===== config.mk =====
export PLATFORM = sky130hd
export DESIGN_NAME = cd_mult_seq
export DESIGN_NICKNAME = d
export VERILOG_FILES = /design/src/rtl/cd_mult_pkg.sv /design/src/rtl/cd_row_acc.sv /design/src/rtl/cd_mult_seq.sv
export SDC_FILE = /design/constraint.sdc
export NUM_CORES = 1
export LEC_CHECK = 0
export ABC_AREA = 1
export BUFFER_PORTS_ARGS = -buffer_cell sky130_fd_sc_hd__buf_4
export CAP_MARGIN = 40
export CORE_MARGIN = 3
export CORE_UTILIZATION = 30
export DETAILED_ROUTE_END_ITERATION = 6
export PLACE_DENSITY = 0.56
export SETUP_SLACK_MARGIN = 0.4
export SLEW_MARGIN = 25
export SYNTH_ARGS = -nofsm -noshare
export SYNTH_HDL_FRONTEND = slang
export SYNTH_SLANG_ARGS = --single-unit
export TNS_END_PERCENT = 30

===== constraint.sdc =====
create_clock -name clk -period 2.6 [get_ports clk]
set_input_delay 0.26 -clock clk [delete_from_list [all_inputs] [get_ports clk]]
set_output_delay 0.26 -clock clk [all_outputs]
set_load 0.005 [all_outputs]

===== src/rtl/cd_mult_pkg.sv =====
// Shared definitions for the iterative carry-disregard multiplier.
package cd_mult_pkg;

  // Controller states; encodings are fixed so waveform and debug tooling stay stable.
  typedef enum logic [1:0] {
    StIdle = 2'd0,
    StRun  = 2'd1,
    StDone = 2'd2
  } cd_state_e;

  // Ceiling log2 with a floor of 1, so a single-row multiplier still gets a counter bit.
  function automatic int unsigned clog2(input int unsigned n);
    int unsigned r;
    r = 0;
    while ((64'd1 << r) < 64'(n)) begin
      r = r + 1;
    end
    if (r == 0) begin
      r = 1;
    end
    return r;
  endfunction

endpackage


===== src/rtl/cd_row_acc.sv =====
// One partial-product row folded into the accumulator, either XOR-merged
// (carries dropped) or added exactly.
module cd_row_acc
  import cd_mult_pkg::*;
#(
  parameter int unsigned A_W   = 8,
  parameter int unsigned B_W   = 4,
  parameter int unsigned CNT_W = 2
) (
  input  logic [A_W+B_W-1:0] acc_i,
  input  logic [A_W-1:0]     a_i,
  input  logic               b_bit_i,
  input  logic [CNT_W-1:0]   row_i,
  input  logic               cd_sel_i,
  output logic [A_W+B_W-1:0] acc_next_o
);

  localparam int unsigned R_W = A_W + B_W;

  logic [R_W-1:0] pp;

  // Build the shifted row and merge it; truncation is safe because the
  // running sum never exceeds A_W+row+1 bits.
  always_comb begin
    pp = R_W'(a_i & {A_W{b_bit_i}}) << row_i;
    if (cd_sel_i) begin
      acc_next_o = acc_i ^ pp;
    end else begin
      acc_next_o = acc_i + pp;
    end
  end

endmodule


===== src/rtl/cd_mult_seq.sv =====
// Iterative carry-disregard approximate multiplier: one multiplier bit per
// clock, with the low CD_ROWS rows XOR-merged when approximate mode is set.
module cd_mult_seq
  import cd_mult_pkg::*;
#(
  parameter int unsigned A_W     = 8,
  parameter int unsigned B_W     = 4,
  parameter int unsigned CD_ROWS = 3
) (
  input  logic               clk,
  input  logic               rst_n,
  input  logic               in_valid,
  output logic               in_ready,
  input  logic [A_W-1:0]     a_in,
  input  logic [B_W-1:0]     b_in,
  input  logic               approx_en,
  output logic               out_valid,
  input  logic               out_ready,
  output logic [A_W+B_W-1:0] r_out,
  output logic               busy
);

  localparam int unsigned R_W   = A_W + B_W;
  localparam int unsigned CNT_W = clog2(B_W);
  localparam logic [CNT_W-1:0] LastRow = CNT_W'(B_W - 1);

  cd_state_e        state_q, state_d;
  logic [A_W-1:0]   a_q;
  logic [B_W-1:0]   b_q;
  logic             approx_q;
  logic [R_W-1:0]   acc_q;
  logic [CNT_W-1:0] row_q;

  logic             load;
  logic             step;
  logic             cd_sel;
  logic [R_W-1:0]   acc_next;

  // Current row is carry-disregard only in approximate mode and below CD_ROWS.
  always_comb begin
    cd_sel = approx_q && (32'(row_q) < CD_ROWS);
  end

  cd_row_acc #(
    .A_W  (A_W),
    .B_W  (B_W),
    .CNT_W(CNT_W)
  ) u_row_acc (
    .acc_i     (acc_q),
    .a_i       (a_q),
    .b_bit_i   (b_q[row_q]),
    .row_i     (row_q),
    .cd_sel_i  (cd_sel),
    .acc_next_o(acc_next)
  );

  // State register.
  always_ff @(posedge clk or negedge rst_n) begin
    if (!rst_n) begin
      state_q <= StIdle;
    end else begin
      state_q <= state_d;
    end
  end

  // Next-state and handshake decode; in DONE the ready path is combinational
  // from out_ready so a new transaction can start on the drain edge.
  always_comb begin
    state_d   = state_q;
    in_ready  = 1'b0;
    out_valid = 1'b0;
    busy      = 1'b0;
    load      = 1'b0;
    step      = 1'b0;
    unique case (state_q)
      StIdle: begin
        in_ready = 1'b1;
        if (in_valid) begin
          load    = 1'b1;
          state_d = StRun;
        end
      end
      StRun: begin
        busy = 1'b1;
        step = 1'b1;
        if (row_q == LastRow) begin
          state_d = StDone;
        end
      end
      StDone: begin
        busy      = 1'b1;
        out_valid = 1'b1;
        if (out_ready) begin
          in_ready = 1'b1;
          if (in_valid) begin
            load    = 1'b1;
            state_d = StRun;
          end else begin
            state_d = StIdle;
          end
        end
      end
      default: begin
        state_d = StIdle;
      end
    endcase
  end

  // Operand capture on acceptance, then one row per RUN cycle.
  always_ff @(posedge clk or negedge rst_n) begin
    if (!rst_n) begin
      a_q      <= '0;
      b_q      <= '0;
      approx_q <= 1'b0;
      acc_q    <= '0;
      row_q    <= '0;
    end else if (load) begin
      a_q      <= a_in;
      b_q      <= b_in;
      approx_q <= approx_en;
      acc_q    <= '0;
      row_q    <= '0;
    end else if (step) begin
      acc_q <= acc_next;
      row_q <= row_q + 1'b1;
    end
  end

  always_comb begin
    r_out = acc_q;
  end

endmodule


Word-level counts from Yosys, hierarchy flattened
Index checks and enable logic that the tools add are counted.
{"block": "totals", "rom_bits": 0, "word_cells": 44, "in_bits": 17, "memories": 0, "output_inout_bits": 15, "ram_bits": 0, "latchBits": 0, "ff_bits": 29}
{"block": "classes", "order_cmp": 2, "shift": 1, "add_sub_neg": 2, "reduce_logical": 5, "div": 0, "eq_ne": 6, "mul": 0, "bitwise": 2, "mux": 20}
{"op": "$mux W12", "count": 3}
{"op": "$add A12 B12 Y12", "count": 1}
{"op": "$shl A12 B2 Y12", "count": 1}
{"op": "$xor A12 B12 Y12", "count": 1}
{"op": "$mux W2", "count": 5}
{"op": "$and A8 B8 Y8", "count": 1}
{"op": "$mux W1", "count": 8}
{"op": "$ne A2 B2 Y1 const B", "count": 3}
{"op": "$pmux W2 S3", "count": 1}
{"op": "$eq A2 B2 Y1 const B", "count": 2}
{"op": "$pmux W1 S2", "count": 2}
{"op": "$lt A2 B3 Y1 const B", "count": 1}
{"op": "$reduce_and A3 Y1", "count": 1}
{"op": "$add A2 B1 Y2 const B", "count": 1}
{"op": "$bmux W1 S2", "count": 1}
{"op": "$eq A2 B1 Y1 const B", "count": 1}
{"op": "$logic_not A2 Y1", "count": 1}
{"op": "$lt A2 B2 Y1 const B", "count": 1}
{"op": "$reduce_bool A2 Y1", "count": 1}
{"op": "$reduce_or A2 Y1", "count": 1}
{"op": "$logic_and A1 B1 Y1", "count": 1}

Depth between registers and ports, before layout
{"block": "logic_depth", "ltp_word": 8, "depth_mapped": 21, "depth_no_buf": 20}

Hierarchy
From an unflattened synthesis, not the netlist that was laid out.
{"block": "hier_totals", "hier_cells": 360, "hier_area_um2": 2386.0}
{"module": "cd_mult_seq", "seq_area_each_um2": 725.7, "cells_per_inst": 190, "area_each_um2": 1507.7, "instances": 1}
{"module": "cd_row_acc", "seq_area_each_um2": 0.0, "cells_per_inst": 170, "area_each_um2": 878.3, "instances": 1}

Worst setup path after synthesis
OpenSTA, ideal clock, no wires.
{"block": "synth_path", "path_type": "flip-flop to flip-flop", "startpoint": "reg row_q[0]", "endpoint": "reg acc_q[10], in the netlist r_out[10]", "path_buffers": 1, "setup_ns": 0.117, "path_slack_ns": 0.330, "stages_incl_launch_ff": 21, "t_arrival_ns": 2.153, "required_ns": 2.483, "synth_period_minus_slack_ns": 2.270, "path_cell_list": "dfrtp_1 > inv_2 > buf_6 > nand2_2 > nand3_2 > nand2_4 > inv_2 > nand2_1 > nor2_1 > nand2_1 > inv_1 > ha_1 > fa_1 > nand2_1 > nand2_1 > nand3_1 > nand2_1 > nand3_1 > nand3_1 > nand3_1 > nand2_1"}
{"block": "synth_via", "elab_chain_len": 8, "word_cells_on_any_way": 11, "cone_classes": "add/sub (1); order compare (1); shift (1); mux (5); bitwise (2); reduce/logical (1)"}
{"element": "start, declared", "line": "cd_mult_seq.sv:32", "source": "logic [CNT_W-1:0] row_q;"}
{"element": "start signal, assigned", "line": "cd_mult_seq.sv:125", "source": "row_q <= row_q + 1'b1;"}
{"element": "$bmux W1 S2", "line": "cd_mult_seq.sv:51", "source": ".b_bit_i (b_q[row_q]),"}
{"element": "$mux W1 (implied by the code)", "line": "cd_mult_seq.sv:51"}
{"element": "$and A8 B8 Y8", "line": "cd_row_acc.sv:25", "source": "pp = R_W'(a_i & {A_W{b_bit_i}}) << row_i;"}
{"element": "$shl A12 B2 Y12", "line": "cd_row_acc.sv:25"}
{"element": "$add A12 B12 Y12 / $xor A12 B12 Y12 (equally long branches)", "line": "cd_row_acc.sv:29, cd_row_acc.sv:27"}
{"element": "$mux W12 *", "line": "cd_row_acc.sv:26", "source": "if (cd_sel_i) begin"}
{"element": "$mux W12 *", "line": "cd_mult_seq.sv:123", "source": "end else if (step) begin"}
{"element": "$mux W12 *", "line": "cd_mult_seq.sv:117", "source": "end else if (load) begin"}
{"element": "end signal, assigned", "line": "cd_mult_seq.sv:124", "source": "acc_q <= acc_next;"}
{"element": "end, declared", "line": "cd_mult_seq.sv:31", "source": "logic [R_W-1:0] acc_q;"}
Every way passes the cells marked *; elsewhere a longest branch is shown, timed or not. The select of a mux whose other input is x is not followed.
A chain may end at the register's enable or synchronous reset.

Final worst setup path
{"block": "layout_path", "startpoint": "reg row_q[0]", "endpoint": "reg acc_q[9], in the netlist r_out[9]"}
The elaborated chain is that of the path after synthesis.

==> impl_summary.md <==
Layout
The number of nets at the end of the flow is 370. The area growth from synthesis to layout is 37.6%. The library cell used most frequently in the layout, excluding fill and tap cells, is sky130_fd_sc_hd__nand2_1. For this run, the share of the core covered by cells in the final layout is 0.441. Counting the fill cells in the layout gives 695. In the layout the commonest cells are sky130_fd_sc_hd__nand2_1 (71), sky130_fd_sc_hd__buf_4 (47), sky130_fd_sc_hd__inv_1 (29), sky130_fd_sc_hd__dfrtp_1 (29), sky130_fd_sc_hd__nand3_1 (18). The share of cells above drive strength 1 is 0.367. The antenna diode count is 0.

Global routing
The initial antenna violation count was 0. Entering global routing, the biggest net connects 30 pins. The first global-routing pass estimated 9050 µm of wire.

The global route total overflow is 0. Across every metal layer, demand over resource in global routing totals 0.136. The number of global-route vias before repair is 1,947.

Power and ir drop
The design draws 3.77 mW. IR analysis of the VDD net gives a maximum drop of 0.504 mV. In this run the static leakage power is 1.45 nW. For this design the ratio of total power to cell area is 1290 nW/µm².

Floorplan
The floorplan has 29 rows. In this run the horizontal extent of the chip is 90.0 µm. The number of I/O pins is 32.

The floorplan step defined a die boundary enclosing 8110 µm². The initial core utilization is 0.321. The height of the chip is 90.0 µm. The placeable core region is 6600 µm².

Worst setup path
Tracing the worst setup path back leads to its startpoint at row_q[0]. The startpoint kind of the worst setup timing path is a register. The critical path data required time is 2.78 ns. The worst register-to-register path begins at row_q[0]. The worst setup path is of the register to register kind. STA classifies the critical path endpoint as a register. In this run the worst path has a maximum fanout of 5. For the worst setup path, the data arrival time is 2.50 ns.

Placement
During placement, the flow inserted port buffers numbering 31. The detailed-placement wirelength estimate is 3840 µm. At the end of routability-driven placement, the weighted congestion stood at 0.857.

Synth
The Yosys step of the flow raised 0 warnings. The share of synthesized area occupied by flip-flops and latches is 0.343. The synthesized design spends more area on one cell type than any other, namely sky130_fd_sc_hd__dfrtp_1.

The synthesized netlist net count is 322. Synthesis handed over a netlist of 287 instances. The post-synth design cell area is 2120 µm².

The count of cell types in the netlist is 32. The post-synthesis sequential element count is 29. Yosys attributes the largest share of cell area to sky130_fd_sc_hd__dfrtp_1 (34%), sky130_fd_sc_hd__nand2_1 (15%), sky130_fd_sc_hd__ha_1 (10%). A synthesized cell averages 7.38 µm². The share of synthesized area in the top cell type comes to 0.343.

Routing
Summing over every cut layer, the via total after detailed routing is 1,969. The post-route antenna net violation count is 0. The DRC marker count from the first detailed-route iteration is 64. The routed length per instance is 12.3 µm. The via-per-instance ratio is 4.60.

In the routed design, unresolved DRC markers number 0. For this run, the detailed router's first-pass iteration total came to 4. The final layout contains routed wiring with a total length of 5270 µm.

Clock network
The maximum level of the CTS H-tree is 2. Counting the buffers created by CTS gives 5. The clock drives 29 sinks.

After clock tree synthesis, the clock-pin slew on the worst setup and hold paths is 0.07 ns. The longest clock path from root to sink contains 2 buffers. At the later pin of the worst-skew pair, clock insertion delay measures 0.29 ns. The CTS tree is done. The root cell of the clock tree is sky130_fd_sc_hd__clkbuf_8.

Timing
At the pin with the least slew margin, the transition time is 0.482 ns. The time the final worst path needs with I/O delays and setup is 2.32 ns. Between clock sinks in the finished design, the worst skew comes to 0.00738 ns. On the final layout, the worst hold slack is 0.169 ns. The final critical-path share of the clock period is 0.894.

The remaining max-slew budget at the tightest pin is 0.678. Setup repair after global routing could not meet its margin everywhere. The aggregate negative setup slack is 0 ns. Setup violations remaining at the end of the flow were counted as 0. The total count of hold-check failures in the final report came to 0.

The achievable clock frequency is 0.430 GHz. The count of pins over their slew limit is 0.

Worst hold path
The path class of the lowest-slack min-delay path is primary input to register. The source of the worst hold timing path is a_in[4].

Outcome
The run finished with clean final reports.

Run
Max-cap violations in this run came to 0.
-- Yosys cell counts --
library cell	count
sky130_fd_sc_hd__ha_1	17
sky130_fd_sc_hd__o41ai_1	1
sky130_fd_sc_hd__o21bai_1	1
sky130_fd_sc_hd__o21ai_2	2
sky130_fd_sc_hd__xor2_1	1
sky130_fd_sc_hd__clkbuf_1	2
sky130_fd_sc_hd__a21o_1	2
sky130_fd_sc_hd__nor2_1	20
sky130_fd_sc_hd__a22o_1	1
sky130_fd_sc_hd__mux2_2	7
sky130_fd_sc_hd__buf_6	1
sky130_fd_sc_hd__dfrtp_1	29
sky130_fd_sc_hd__o31ai_1	1
sky130_fd_sc_hd__a21oi_1	9
sky130_fd_sc_hd__o21ai_1	7
sky130_fd_sc_hd__inv_1	34
sky130_fd_sc_hd__mux2i_1	5
sky130_fd_sc_hd__nand2_2	2
sky130_fd_sc_hd__o22ai_1	1
sky130_fd_sc_hd__nand2_1	83
sky130_fd_sc_hd__fa_1	1
sky130_fd_sc_hd__nand3_2	2
sky130_fd_sc_hd__nor3_1	2
sky130_fd_sc_hd__nand3_1	24
sky130_fd_sc_hd__nand4_1	3
sky130_fd_sc_hd__nand2_4	1
sky130_fd_sc_hd__buf_2	3
sky130_fd_sc_hd__a31oi_1	1
sky130_fd_sc_hd__buf_4	2
sky130_fd_sc_hd__inv_2	2
sky130_fd_sc_hd__or2_2	1
sky130_fd_sc_hd__o21ai_0	19
-- power by group --
part / internal [mW] / switching (mW)
Combinational: 1.11 / 1.49
Sequential: 0.635 / 0.142
Clock: 0.209 / 0.179
Total: 1.95 / 1.81
-- cell families (layout without fill, tap and decap cells) --
group	count (synthesis)	in the layout	share of synthesized area
and+or+nand+nor	138	139	0.276
AOI/OAI and AO/OA	45	45	0.119
buffers and inverters	44	91	0.0868
DFF	29	29	0.343
adders and majority gates	18	18	0.110
muxes	12	12	0.0608
xor gates and xnor gates	1	1	0.00414
-- registers in the layout, summed over array words and instances, names as in the netlist --
signal and cells:
row_q 2, approx_q 1, b_q 4, state_q 2
a_q 8, r_out 12
-- worst paths after layout --
kind,slack [ns],cells past startpoint,endpoint
setup / recovery,0.28,18,r_out[9]
hold / removal,0.17,3,a_q[4]
setup reg to reg,0.28,18,r_out[9]
hold reg to reg,0.53,2,r_out[9]
max in group asynchronous,1.88,2,a_q[2]
min in group asynchronous,0.44,2,state_q[0]
-- routing by layer --
layer	up-vias	global-route usage	part of all wire
met4	0	0.0383	0.0087
met5	-	0	0
met3	4	0.0434	0.035
li1	1035	-	-
met2	23	0.228	0.49
met1	907	0.167	0.46
-- final cells by class --
cell class / count / area [µm²] / area share
clock inverter: 1 / 7.51 / 0.00258
timing repair buffer: 48 / 363 / 0.124
sequential: 29 / 726 / 0.249
clock buffer: 6 / 82.6 / 0.0283
inverter: 36 / 140 / 0.0481
tap: 93 / 116 / 0.0399
multi-input combinational: 215 / 1480 / 0.508
-- what timing repair did --
item,4_1_cts,5_1_grt
setup buffers,5,3
pin swaps,17,22
gates resized for setup,33,38
setup endpoints to repair,7,10
cloned,1,0
endpoints found under the hold margin,29,0
hold buffers,1,0
-- per-stage QoR --
step           cells  area, µm²  setup slack, ns
2_1_floorplan    287       2130            0.402
3_3_place_gp     411       2490            0.305
3_5_place_dp     411       2490            0.259
4_1_cts          425       2730            0.346
5_1_grt          428       2920           0.0993
6_report         428       2920            0.276
-- critical path, stage by stage (launching register included) --
cell                      delay [ns]
sky130_fd_sc_hd__dfrtp_1        0.42
sky130_fd_sc_hd__inv_2          0.09
sky130_fd_sc_hd__nand2_2        0.07
sky130_fd_sc_hd__nand3_4        0.11
sky130_fd_sc_hd__nand2_8        0.10
sky130_fd_sc_hd__inv_6          0.08
sky130_fd_sc_hd__nand2_2        0.05
sky130_fd_sc_hd__nand2_1        0.07
sky130_fd_sc_hd__o21ai_2        0.07
sky130_fd_sc_hd__mux2i_1        0.17
sky130_fd_sc_hd__ha_1           0.32
sky130_fd_sc_hd__nand2_2        0.16
sky130_fd_sc_hd__inv_1          0.07
sky130_fd_sc_hd__a21oi_2        0.15
sky130_fd_sc_hd__nand3_2        0.10
sky130_fd_sc_hd__nand2_1        0.07
sky130_fd_sc_hd__nand2_1        0.04
sky130_fd_sc_hd__nand3_1        0.05
sky130_fd_sc_hd__nand2_1        0.05
(Power assumes the default switching activity.)
